**src/rtl/uvmt_cv32e40x_pma_obi_tracker.sv**
```systemverilog
// Purpose : tracks outstanding OBI transactions against the PMA verdict that
//           was in force when each address phase was granted. One instance
//           per bus (instruction or data side).
// Ports   : clk/rst               clock, synchronous active-high reset
//           obi_*_i               OBI address phase (req/gnt/addr/memtype)
//                                 and response valid
//           pma_*_i               PMA status for obi_addr_i
//           resp_*_o              registered view of the entry popped by
//                                 the previous cycle's response
//           outstanding_o         FIFO occupancy
//           txn_count_o           saturating count of granted transactions
//           err_pulse_o           one-cycle error pulses
//                                 [0] leaked [1] memtype [2] overflow
//                                 [3] underflow [4] instr_bufferable
//           err_sticky_o          accumulated err_pulse_o, cleared by rst
module uvmt_cv32e40x_pma_obi_tracker #(
  parameter int unsigned DEPTH         = 4,
  parameter bit          IS_INSTR_SIDE = 1'b0,
  parameter int unsigned CNT_W         = 32
) (
  input  logic                       clk,
  input  logic                       rst,
  input  logic                       obi_req_i,
  input  logic                       obi_gnt_i,
  input  logic [31:0]                obi_addr_i,
  input  logic [1:0]                 obi_memtype_i,
  input  logic                       obi_rvalid_i,
  input  logic                       pma_allow_i,
  input  logic                       pma_bufferable_i,
  input  logic                       pma_cacheable_i,
  output logic                       resp_valid_o,
  output logic [31:0]                resp_addr_o,
  output logic [1:0]                 resp_attr_o,
  output logic [$clog2(DEPTH):0]     outstanding_o,
  output logic [CNT_W-1:0]           txn_count_o,
  output logic [4:0]                 err_pulse_o,
  output logic [4:0]                 err_sticky_o
);

  localparam int unsigned PTR_W = $clog2(DEPTH);
  localparam int unsigned OCC_W = PTR_W + 1;

  // The allow verdict is fully consumed by the leaked check at push time,
  // so only the address and expected attributes need to travel with the entry.
  typedef struct packed {
    logic [31:0] addr;
    logic [1:0]  attr;  // {cacheable, bufferable}
  } entry_t;

  entry_t             mem_q [DEPTH];
  entry_t             mem_d [DEPTH];
  logic [PTR_W-1:0]   wptr_q, wptr_d;
  logic [PTR_W-1:0]   rptr_q, rptr_d;
  logic [OCC_W-1:0]   occ_q, occ_d;
  logic               resp_valid_q, resp_valid_d;
  logic [31:0]        resp_addr_q, resp_addr_d;
  logic [1:0]         resp_attr_q, resp_attr_d;
  logic [CNT_W-1:0]   txn_q, txn_d;
  logic [4:0]         err_pulse_q, err_pulse_d;
  logic [4:0]         err_sticky_q, err_sticky_d;

  logic push, pop, empty, full, push_ok, pop_ok;

  always_comb begin
    push    = obi_req_i & obi_gnt_i;
    pop     = obi_rvalid_i;
    empty   = (occ_q == '0);
    full    = (occ_q == OCC_W'(DEPTH));
    pop_ok  = pop & ~empty;
    // A full FIFO still accepts a push when the same cycle frees a slot.
    push_ok = push & (~full | pop_ok);

    mem_d        = mem_q;
    wptr_d       = wptr_q;
    rptr_d       = rptr_q;
    occ_d        = occ_q;
    resp_valid_d = pop_ok;
    resp_addr_d  = resp_addr_q;
    resp_attr_d  = resp_attr_q;
    txn_d        = txn_q;

    if (push_ok) begin
      mem_d[wptr_q] = '{addr: obi_addr_i, attr: {pma_cacheable_i, pma_bufferable_i}};
      wptr_d        = wptr_q + PTR_W'(1);
    end

    if (pop_ok) begin
      resp_addr_d = mem_q[rptr_q].addr;
      resp_attr_d = mem_q[rptr_q].attr;
      rptr_d      = rptr_q + PTR_W'(1);
    end

    case ({push_ok, pop_ok})
      2'b10:   occ_d = occ_q + OCC_W'(1);
      2'b01:   occ_d = occ_q - OCC_W'(1);
      default: occ_d = occ_q;
    endcase

    if (push && (txn_q != '1)) begin
      txn_d = txn_q + CNT_W'(1);
    end

    err_pulse_d[0] = push & ~pma_allow_i;
    err_pulse_d[1] = push & (obi_memtype_i != {pma_cacheable_i, pma_bufferable_i});
    err_pulse_d[2] = push & full & ~pop;
    err_pulse_d[3] = pop & empty;
    err_pulse_d[4] = push & IS_INSTR_SIDE & obi_memtype_i[0];

    // Sticky follows the pulse in the same cycle it becomes visible.
    err_sticky_d = err_sticky_q | err_pulse_d;
  end

  always_ff @(posedge clk) begin
    if (rst) begin
      for (int i = 0; i < int'(DEPTH); i++) mem_q[i] <= '0;
      wptr_q       <= '0;
      rptr_q       <= '0;
      occ_q        <= '0;
      resp_valid_q <= 1'b0;
      resp_addr_q  <= '0;
      resp_attr_q  <= '0;
      txn_q        <= '0;
      err_pulse_q  <= '0;
      err_sticky_q <= '0;
    end else begin
      mem_q        <= mem_d;
      wptr_q       <= wptr_d;
      rptr_q       <= rptr_d;
      occ_q        <= occ_d;
      resp_valid_q <= resp_valid_d;
      resp_addr_q  <= resp_addr_d;
      resp_attr_q  <= resp_attr_d;
      txn_q        <= txn_d;
      err_pulse_q  <= err_pulse_d;
      err_sticky_q <= err_sticky_d;
    end
  end

  assign resp_valid_o  = resp_valid_q;
  assign resp_addr_o   = resp_addr_q;
  assign resp_attr_o   = resp_attr_q;
  assign outstanding_o = occ_q;
  assign txn_count_o   = txn_q;
  assign err_pulse_o   = err_pulse_q;
  assign err_sticky_o  = err_sticky_q;

endmodule

```
**config.mk**
```make
export PLATFORM = sky130hd
export DESIGN_NAME = uvmt_cv32e40x_pma_obi_tracker
export DESIGN_NICKNAME = d
export VERILOG_FILES = /design/src/rtl/uvmt_cv32e40x_pma_obi_tracker.sv
export SDC_FILE = /design/constraint.sdc
export NUM_CORES = 1
export LEC_CHECK = 0
export CAP_MARGIN = 20
export CORE_ASPECT_RATIO = 0.75
export CORE_MARGIN = 2
export CORE_UTILIZATION = 59
export DETAILED_ROUTE_END_ITERATION = 16
export PLACE_DENSITY = 0.87
export SYNTH_ARGS = -nofsm -noshare
export SYNTH_HDL_FRONTEND = slang
export SYNTH_SLANG_ARGS = --single-unit
```
**constraint.sdc**
```tcl
create_clock -name clk -period 7.4 [get_ports clk]
set_clock_uncertainty 0.2 [all_clocks]
set_input_delay 1.48 -clock clk [delete_from_list [all_inputs] [get_ports clk]]
set_output_delay 1.48 -clock clk [all_outputs]
set_load 0.01 [all_outputs]
```
==> results of run 1 <==
state kept, by name, indices dropped and copies added (netlist names):
signal,cells
mem_q,136
resp_addr_o,32
txn_count_o,32
err_pulse_o,4
err_sticky_o,4
outstanding_o,3
resp_attr_o,2
rptr_q,2
wptr_q,2
resp_valid_o,1
worst max-delay path: stages:
cell	delay, ns
clkdlybuf4s50_1	0.54
nand2b_2	0.51
inv_2	0.80
ha_1	0.32
inv_1	0.07
fa_1	0.38
xor2_1	0.16
or3_1	0.31
a21oi_1	0.14
layout by cell type, fill, tap and decap left out, types with 12 or more instances in the layout:
master,Yosys,routed
nand2_1,360,360
dfxtp_1,218,216
a21oi_1,199,199
clkdlybuf4s50_1,0,118
mux4_2,34,34
clkbuf_16,0,21
nor2_1,17,17
o21ai_0,13,13
or4_1,13,13
or3_1,12,12
o31ai_1,12,12
worst max-delay path by stage:
stage	start	end	slack, ns	cells after the start
after floorplan	obi_rvalid_i	outstanding_o[2]$_SDFFE_PP0P_	3.81	10
after global placement	obi_rvalid_i	outstanding_o[2]$_SDFFE_PP0P_	2.51	9
after detailed placement	obi_rvalid_i	outstanding_o[2]$_SDFFE_PP0P_	2.42	9
after CTS	obi_rvalid_i	outstanding_o[2]$_SDFFE_PP0P_	2.93	9
after global routing	obi_rvalid_i	outstanding_o[2]$_SDFFE_PP0P_	2.68	9
final	obi_rvalid_i	outstanding_o[2]$_SDFFE_PP0P_	2.92	9
cell usage after synthesis, drive strengths merged (2+ instances only):
library cell  instances  share of area, %
o21ai                13              0.73
nor2                 17              0.71
a21oi               199                11
nand2               360                15
xor2                  3              0.29
buf                  21               1.3
o31ai                12               1.0
and2                  7              0.49
ha                    6              0.84
nand4                11              0.84
or4                  13               1.1
a211oi                2              0.17
nand3                12              0.81
or2                   3              0.21
xnor2                 7              0.69
mux2                  2              0.25
a31o                  2              0.20
dfxtp               218                49
nor4b                 3              0.29
nor3                  3              0.17
a31oi                 2              0.14
a21o                  3              0.25
clkbuf               55               2.3
inv                   9              0.38
and4                  3              0.32
or3                  13              0.97
and3                  7              0.56
mux4                 34               8.6
nor2b                 3              0.21
layer usage:
layer / part of all wire [%] / global-route usage, % / vias up
met5: 0 / 0 / -
met1: 43 / 38.9 / 3790
met4: 1.5 / 6.60 / 0
met3: 8.3 / 4.38 / 34
met2: 47 / 44.2 / 346
li1: - / - / 3745
kinds of logic after synthesis:
kind of cell,Yosys count,synth area share (%)
fa+ha+maj,7,1.06
flops,218,48.8
mux,36,8.82
simple gates,458,22.2
xor+xnor,10,0.980
other cells,1,0.0420
buf+inv,85,3.95
compound gates,238,14.1
power by group through the flow:
stage | clock (mW) | sequential [mW] | combinational (mW)
final | 1.14 | 1.29 | 0.365
after global routing | 1.20 | 1.30 | 0.398
after CTS | 1.15 | 1.29 | 0.365
after detailed placement | 0 | 1.32 | 0.363
after global placement | 0 | 1.31 | 0.353
after floorplan | 0 | 1.27 | 0.256
stage by stage:
stage          total power, mW  instance area, um^2  utilization (%)  worst slack (ns)
2_1_floorplan             1.53                 8940                -              3.81
3_3_place_gp              1.67                10200             69.3              2.51
3_5_place_dp              1.68                10200             69.3              2.42
4_1_cts                   2.81                10900             74.5              2.93
5_1_grt                   2.90                10900             74.5              2.68
6_report                  2.80                10900             74.5              2.92
final cells by class:
class                   instances  area (um^2)
fillers                      1087         3740
flip-flops and latches        218         4370
clock inverters                 5         85.1
well taps                     200          250
clock buffers                  32          667
repair buffers                130         1270
inverters                       9         33.8
multi-input cells             751         4230
==> reports/summary.txt, run 1 <==
Share of cells above drive strength 1 - 8.65%
R2r startpoint - outstanding_o[1]$_SDFFE_PP0P_
Final min period - 4.48 ns
Hold_sp - mem_q[97]$_SDFFE_PP0P_
Avg Vias per Cell - 5.88
Root buffer cell - clkbuf_16
Worst r2r path cells - 9
Gr usage total - 27.4%
Iter 0 DRT Violations - 570
Max Cap Viol - 0
Ys Warns - 0
Req. time, crit path - 7.63 ns
Final HPWL DP - 13900 um
Layout Nets - 1180
Diode count - 0
Worst VDD drop - 0.172 mV
Cell Pwr Density - 256 mW/mm^2
Per-cell routed wire length - 16.7 um
Leakage - 3.56 nW
Core Region - 0.0146 mm^2
Outcome - finished, final reports clean
First-pass GRT wire length - 37000 um
TritonCTS Buffers - 21
Cell count after synthesis - 1053
Final worst path period share - 60.5%
Final setup vio count - 0
Post-CTS setup buffer count - 0
CP arrival - 4.71 ns
CTS HTree Levels - 1
Comb power frac - 13.0%
Type of origin of the critical path - input port
Rows - 38
Clock power share - 40.7%
Cell Count, Final, Fillers Out - 1345
Worst-path fanout max - 37
Placer Congestion - 0.815
Sink Count - 218
Syn avg cell area - 8.49 um^2
Final Hold Viols - 0
Num ports - 122
First-pass DRT Iterations - 5
Yosys cell types - 50
Seq pwr share - 46.2%
Setup_tns - 0 ns
Routed via count - 7915
Placed cells - 1308
Highest Clock Rate - 0.223 GHz
Vias in the first global route - 7494
Syn Std Cell Area - 0.00894 mm^2
Hold Path Cell Cnt - 2
Starting Density - 61.0%
Crit. End Element - register
Worst-path clk slew - 0.06 ns
Post-synthesis register bit count - 218
Final WL - 22500 um
Hold Crit Endpoint - mem_q[97]$_SDFFE_PP0P_
Antenna Violating Nets Remaining - 0
CP Class - input port to register
Number of gates resized after cts - 0
Clk buf depth - 3
Layout area overhead - 22.0%
Die width - 146 um
# hold bufs at CTS - 0
Clock latency on the worst-skew pair - 0.50 ns
Die ar. - 0.0162 mm^2
Slew margin rel. - 27.6%
GRT overflow - 0
Worst-Margin Slew - 1.09 ns
Largest net degree at the start of global routing - 94
Number of flops mapped to enable cells by yosys - 0
Sw Pwr - 0.729 mW
RSZ-0062 raised after global routing - false
Reg2Reg Setup Slack - 3.79 ns
Die H - 111 um
Sequential area share after synthesis - 48.8%
Switching share of power - 26.1%
Total internal power - 2.07 mW
Initial antenna violation count - 0
Port bufs - 119
# DRC - 0
CTS tree - built
Minimum hold slack - 0.251 ns
Reg-to-reg critical path endpoint - outstanding_o[2]$_SDFFE_PP0P_
Ys flop type - dfxtp_1
Max-slew violations - 0
Hold WC Path Type - register to register
Asr flop ratio synth - 0%
Note: power is estimated with default switching activity, not from simulation.
==> inputs of run 2 (changes only) <==
CORE_UTILIZATION = 55   (was 59)
PLACE_DENSITY = 0.82   (was 0.87)
clock period = 4.5 ns   (was 7.4 ns; I/O delays follow)
==> reports/summary.txt, run 2 (synthesized netlist as in run 1, its figures left out) <==
Outcome - finished, final reports clean (unchanged)
Port bufs - 119 (unchanged)
Gr usage total - 26.1% (was 27.4%)
R2r startpoint - outstanding_o[2]$_SDFFE_PP0P_ (was outstanding_o[1]$_SDFFE_PP0P_)
Max-slew violations - 0 (unchanged)
Initial antenna violation count - 0 (unchanged)
Largest net degree at the start of global routing - 174 (was 94)
Final WL - 22700 um (was 22500 um)
# hold bufs at CTS - 0 (unchanged)
M1 GR Usage - 36.7% (was 38.9%)
Req. time, crit path - 4.73 ns (was 7.63 ns)
Setup WS pre-CTS - 0.789 ns (was 2.42 ns)
Final setup vio count - 0 (unchanged)
Max Cap Viol - 0 (unchanged)
Final Hold Viols - 0 (unchanged)
Num ports - 122 (unchanged)
Setup_tns - 0 ns (unchanged)
Number of flip-flops in the largest register - 136 (unchanged)
Reg with most FFs - mem_q (unchanged)
Post-CTS setup buffer count - 0 (unchanged)
GRT busiest layer - met2 (unchanged)
Reg2Reg Setup Slack - 1.82 ns (was 3.79 ns)
Cell Pwr Density - 426 mW/mm^2 (was 256 mW/mm^2)
CP arrival - 3.49 ns (was 4.71 ns)
First-pass GRT wire length - 36600 um (was 37000 um)
Starting Density - 56.0% (was 61.0%)
Final worst path period share - 72.6%
First-pass DRT Iterations - 4 (was 5)
Share of cells above drive strength 1 - 8.44% (was 8.65%)
Worst r2r path cells - 9 (unchanged)
CP Class - input port to register (unchanged)
Die ar. - 0.0173 mm^2 (was 0.0162 mm^2)
Diode count - 0 (unchanged)
CTS tree - built (unchanged)
Placer Congestion - 0.827 (was 0.815)
GRT overflow - 0 (unchanged)
TritonCTS Buffers - 22 (was 21)
Rows - 40 (was 38)
Type of origin of the critical path - input port (unchanged)
Avg Vias per Cell - 5.74 (was 5.88)
Antenna Violating Nets Remaining - 0 (unchanged)
Die width - 151 um (was 146 um)
Routed via count - 7807 (was 7915)
Crit. End Element - register (unchanged)
Crit. Startpoint - obi_gnt_i (was obi_rvalid_i)
Vias in the first global route - 7330 (was 7494)
Worst-path fanout max - 12 (was 37)
Sink Count - 218 (unchanged)
CTS HTree Levels - 1 (unchanged)
Layout area overhead - 22.7% (was 22.0%)
GR Util met2 - 42.8% (was 44.2%)
Iter 0 DRT Violations - 717 (was 570)
Core Region - 0.0160 mm^2 (was 0.0146 mm^2)
Worst setup margin - 1.23 ns (was 2.92 ns)
Most frequent cells in the layout - nand2_1 (360), dfxtp_1 (216), a21oi_1 (199) (unchanged)
Leakage - 3.58 nW (was 3.56 nW)
# DRC - 0 (unchanged)
Final HPWL DP - 13600 um (was 13900 um)
Reg-to-reg critical path endpoint - outstanding_o[2]$_SDFFE_PP0P_ (unchanged)
Worst-Margin Slew - 1.06 ns (was 1.09 ns)
RSZ-0062 raised after global routing - false (unchanged)
Number of gates resized after cts - 0 (unchanged)
Layout Nets - 1184 (was 1180)
Die H - 114 um (was 111 um)
Worst-path clk slew - 0.06 ns (about the same)
Per-cell routed wire length - 16.7 um (about the same)
Clock latency on the worst-skew pair - 0.50 ns (about the same)
Setup crit end - outstanding_o[2]$_SDFFE_PP0P_ (unchanged)
Final min period - 3.27 ns
Hold WC Path Type - register to register (unchanged)
Slew margin rel. - 29.2% (was 27.6%)
Highest Clock Rate - 0.306 GHz
Root buffer cell - clkbuf_16 (unchanged)
Most common cell after layout, fill and taps aside - nand2_1 (unchanged)
M3 GR Usage - 4.66% (was 4.38%)
Clk buf depth - 3 (unchanged)
Worst VDD drop - 0.245 mV (was 0.172 mV)
## run 2: per-stage QoR
step                total power [mW]  cell area, um^2  utilization [%]  hold slack [ns]  std cells
finish                          4.67            11000             68.7            0.252       1359
global route                    4.84            11000             68.7            0.267       1359
CTS                             4.69            11000             68.7            0.252       1359
detailed placement              2.78            10200             63.9            0.244       1321
global placement                2.77            10200             63.9            0.239       1321
floorplan                       2.52             8940                -            0.233       1054
## run 2: worst min-delay path by stage
stage | start | endpoint | depth (start not counted)
after global routing | mem_q[97]$_SDFFE_PP0P_ | mem_q[97]$_SDFFE_PP0P_ | 2
after detailed placement | mem_q[82]$_SDFFE_PP0P_ | mem_q[82]$_SDFFE_PP0P_ | 2
after CTS | mem_q[82]$_SDFFE_PP0P_ | mem_q[82]$_SDFFE_PP0P_ | 2
after global placement | mem_q[23]$_SDFFE_PP0P_ | mem_q[23]$_SDFFE_PP0P_ | 2
final | mem_q[17]$_SDFFE_PP0P_ | mem_q[17]$_SDFFE_PP0P_ | 2
after floorplan | mem_q[100]$_SDFFE_PP0P_ | mem_q[100]$_SDFFE_PP0P_ | 2
## run 2: final cells by class
class / instances / area, um^2
tap: 210 / 263
timing repair buffer: 133 / 1310
sequential: 218 / 4370
multi-input combinational: 751 / 4230
clock inverter: 6 / 136
fill: 1252 / 5000
inverter: 9 / 33.8
clock buffer: 32 / 629
## run 2: routing by layer
metal / share of wire, % / vias to the layer above
met2: 47 / 282
li1: - / 3762
met5: 0 / -
met1: 44 / 3737
met3: 8.0 / 26
met4: 1.3 / 0
## run 2: worst max-delay path, cell delays in order
cell             delay, ns
clkdlybuf4s50_1       0.55
nand2_1               0.27
nor2_1                0.56
inv_1                 0.15
ha_1                  0.27
inv_1                 0.08
fa_1                  0.17
xor2_1                0.08
or3_1                 0.32
a21oi_1               0.14
## run 2: report_power, final
group          total [mW]  internal [mW]  switching, mW
logic               0.622          0.272          0.350
registers            2.13           2.00          0.123
clock network        1.93           1.20          0.728
total                4.67           3.47           1.20
==> inputs of run 3 (changes only) <==
CORE_UTILIZATION = 49   (was 55)
PLACE_DENSITY = 0.77   (was 0.82)
clock period = 2.85 ns   (was 4.5 ns; I/O delays follow)
==> reports/summary.txt, run 3 (synthesized netlist as in run 1, its figures left out) <==
GRT overflow - 0 (unchanged)
Initial antenna violation count - 0 (unchanged)
First-pass DRT Iterations - 8 (was 4)
First-pass GRT wire length - 37500 um (was 36600 um)
Port bufs - 119 (unchanged)
Antenna Violating Nets Remaining - 0 (unchanged)
Post-CTS setup buffer count - 0 (unchanged)
Reg2Reg Setup Slack - 0.32 ns (was 1.82 ns)
Final Hold Viols - 0 (unchanged)
Iter 0 DRT Violations - 793 (was 717)
CTS tree - built (unchanged)
Req. time, crit path - 3.03 ns (was 4.73 ns)
Rows - 42 (was 40)
Number of gates resized after cts - 0 (unchanged)
# DRC - 0 (unchanged)
Avg Vias per Cell - 5.55 (was 5.74)
Finished Cell Area - 0.0111 mm^2 (was 0.0110 mm^2)
Num ports - 122 (unchanged)
Placed cells - 1365 (was 1321)
Reg with most FFs - mem_q (unchanged)
Crit. End Element - register (unchanged)
CP arrival - 2.72 ns (was 3.49 ns)
Sink Count - 218 (unchanged)
Most common cell after layout, fill and taps aside - nand2_1 (unchanged)
Layout area overhead - 23.8% (was 22.7%)
Layout Nets - 1195 (was 1184)
Slew margin rel. - 42.7% (was 29.2%)
Root buffer cell - clkbuf_16 (unchanged)
Worst-path clk slew - 0.07 ns (was 0.06 ns)
RSZ-0062 raised after global routing - false (unchanged)
Setup WS pre-CTS - -0.143 ns (was 0.789 ns)
TritonCTS Buffers - 21 (was 22)
Final min period - 2.53 ns
Worst setup margin - 0.316 ns (was 1.23 ns)
Outcome - finished, final reports clean (unchanged)
Die width - 160 um (was 151 um)
Vias in the first global route - 7317 (was 7330)
Hold WC Path Type - register to register (unchanged)
DP Area - 0.0104 mm^2 (was 0.0102 mm^2)
Worst-path fanout max - 6 (was 12)
Share of cells above drive strength 1 - 9.99% (was 8.44%)
Core Region - 0.0178 mm^2 (was 0.0160 mm^2)
Number of flip-flops in the largest register - 136 (unchanged)
Setup_tns - 0 ns (unchanged)
Placer Congestion - 0.857 (was 0.827)
Type of origin of the critical path - register (was input port)
Util after Layout - 62.3% (was 68.7%)
Die H - 121 um (was 114 um)
Power Total - 7.13 mW (was 4.67 mW)
Gr usage total - 23.5% (was 26.1%)
CP Class - register to register (was input port to register)
Final HPWL DP - 14200 um (was 13600 um)
Largest net degree at the start of global routing - 80 (was 174)
Cell Pwr Density - 645 mW/mm^2 (was 426 mW/mm^2)
Clock latency on the worst-skew pair - 0.50 ns (about the same)
Cell Count, Final, Fillers Out - 1403 (was 1359)
Clk buf depth - 3 (unchanged)
Per-cell routed wire length - 16.5 um (was 16.7 um)
Diode count - 0 (unchanged)
Starting Density - 50.3% (was 56.0%)
Max-slew violations - 0 (unchanged)
Worst-Margin Slew - 0.859 ns (was 1.06 ns)
Routed via count - 7789 (was 7807)
Leakage - 3.62 nW (was 3.58 nW)
Highest Clock Rate - 0.395 GHz
Most frequent cells in the layout - nand2_1 (360), dfxtp_1 (216), a21oi_1 (199) (unchanged)
Final worst path period share - 88.9%
Die ar. - 0.0193 mm^2 (was 0.0173 mm^2)
Final WL - 23100 um (was 22700 um)
Max Cap Viol - 0 (unchanged)
Final setup vio count - 0 (unchanged)
Worst VDD drop - 0.441 mV (was 0.245 mV)
# hold bufs at CTS - 0 (unchanged)
Minimum hold slack - 0.251 ns (was 0.252 ns)
CTS HTree Levels - 1 (unchanged)
## run 3: area by class of cell
cell class / instances / area, um^2
timing repair buffer: 145 / 1450
multi-input combinational: 751 / 4230
tap: 242 / 303
inverter: 9 / 33.8
fill: 1568 / 6700
sequential: 218 / 4370
clock buffer: 29 / 596
clock inverter: 9 / 82.6
## run 3: worst paths after layout
kind              depth (start not counted)                   startpoint                      endpoint
setup / recovery                          6  txn_count_o[1]$_SDFFE_PP0P_  txn_count_o[28]$_SDFFE_PP0P_
hold / removal                            1   err_sticky_o[2]$_SDFF_PP0_    err_sticky_o[2]$_SDFF_PP0_
setup reg to reg                          6  txn_count_o[1]$_SDFFE_PP0P_  txn_count_o[28]$_SDFFE_PP0P_
hold reg to reg                           1   err_sticky_o[2]$_SDFF_PP0_    err_sticky_o[2]$_SDFF_PP0_
## run 3: critical path, stage by stage (launching register included)
cell and delay [ns]:
dfxtp_1 0.45, ha_1 0.28, and2_1 0.22, and4_1 0.34, nand3_1 0.16, nor4b_1 0.39, mux2_2 0.37
## run 3: where the power goes
| part | switching, mW | total (mW) | leakage [nW] | internal [mW] |
|---|---|---|---|---|
| Combinational | 0.600 | 1.07 | 1.53 | 0.466 |
| Clock | 1.19 | 2.75 | 0.331 | 1.56 |
| Sequential | 0.151 | 3.31 | 1.76 | 3.16 |
| Total | 1.94 | 7.13 | 3.62 | 5.19 |
## run 3: layer usage
metal / part of all wire (%) / global-route usage, % / routed length (um) / vias to the layer above
met3: 6.5 / 3.32 / 1500 / 30
met4: 1.4 / 4.56 / 323 / 0
li1: - / - / - / 3774
met2: 46 / 38.1 / 10600 / 263
met5: 0 / 0 / 0 / -
met1: 46 / 34.0 / 10700 / 3722
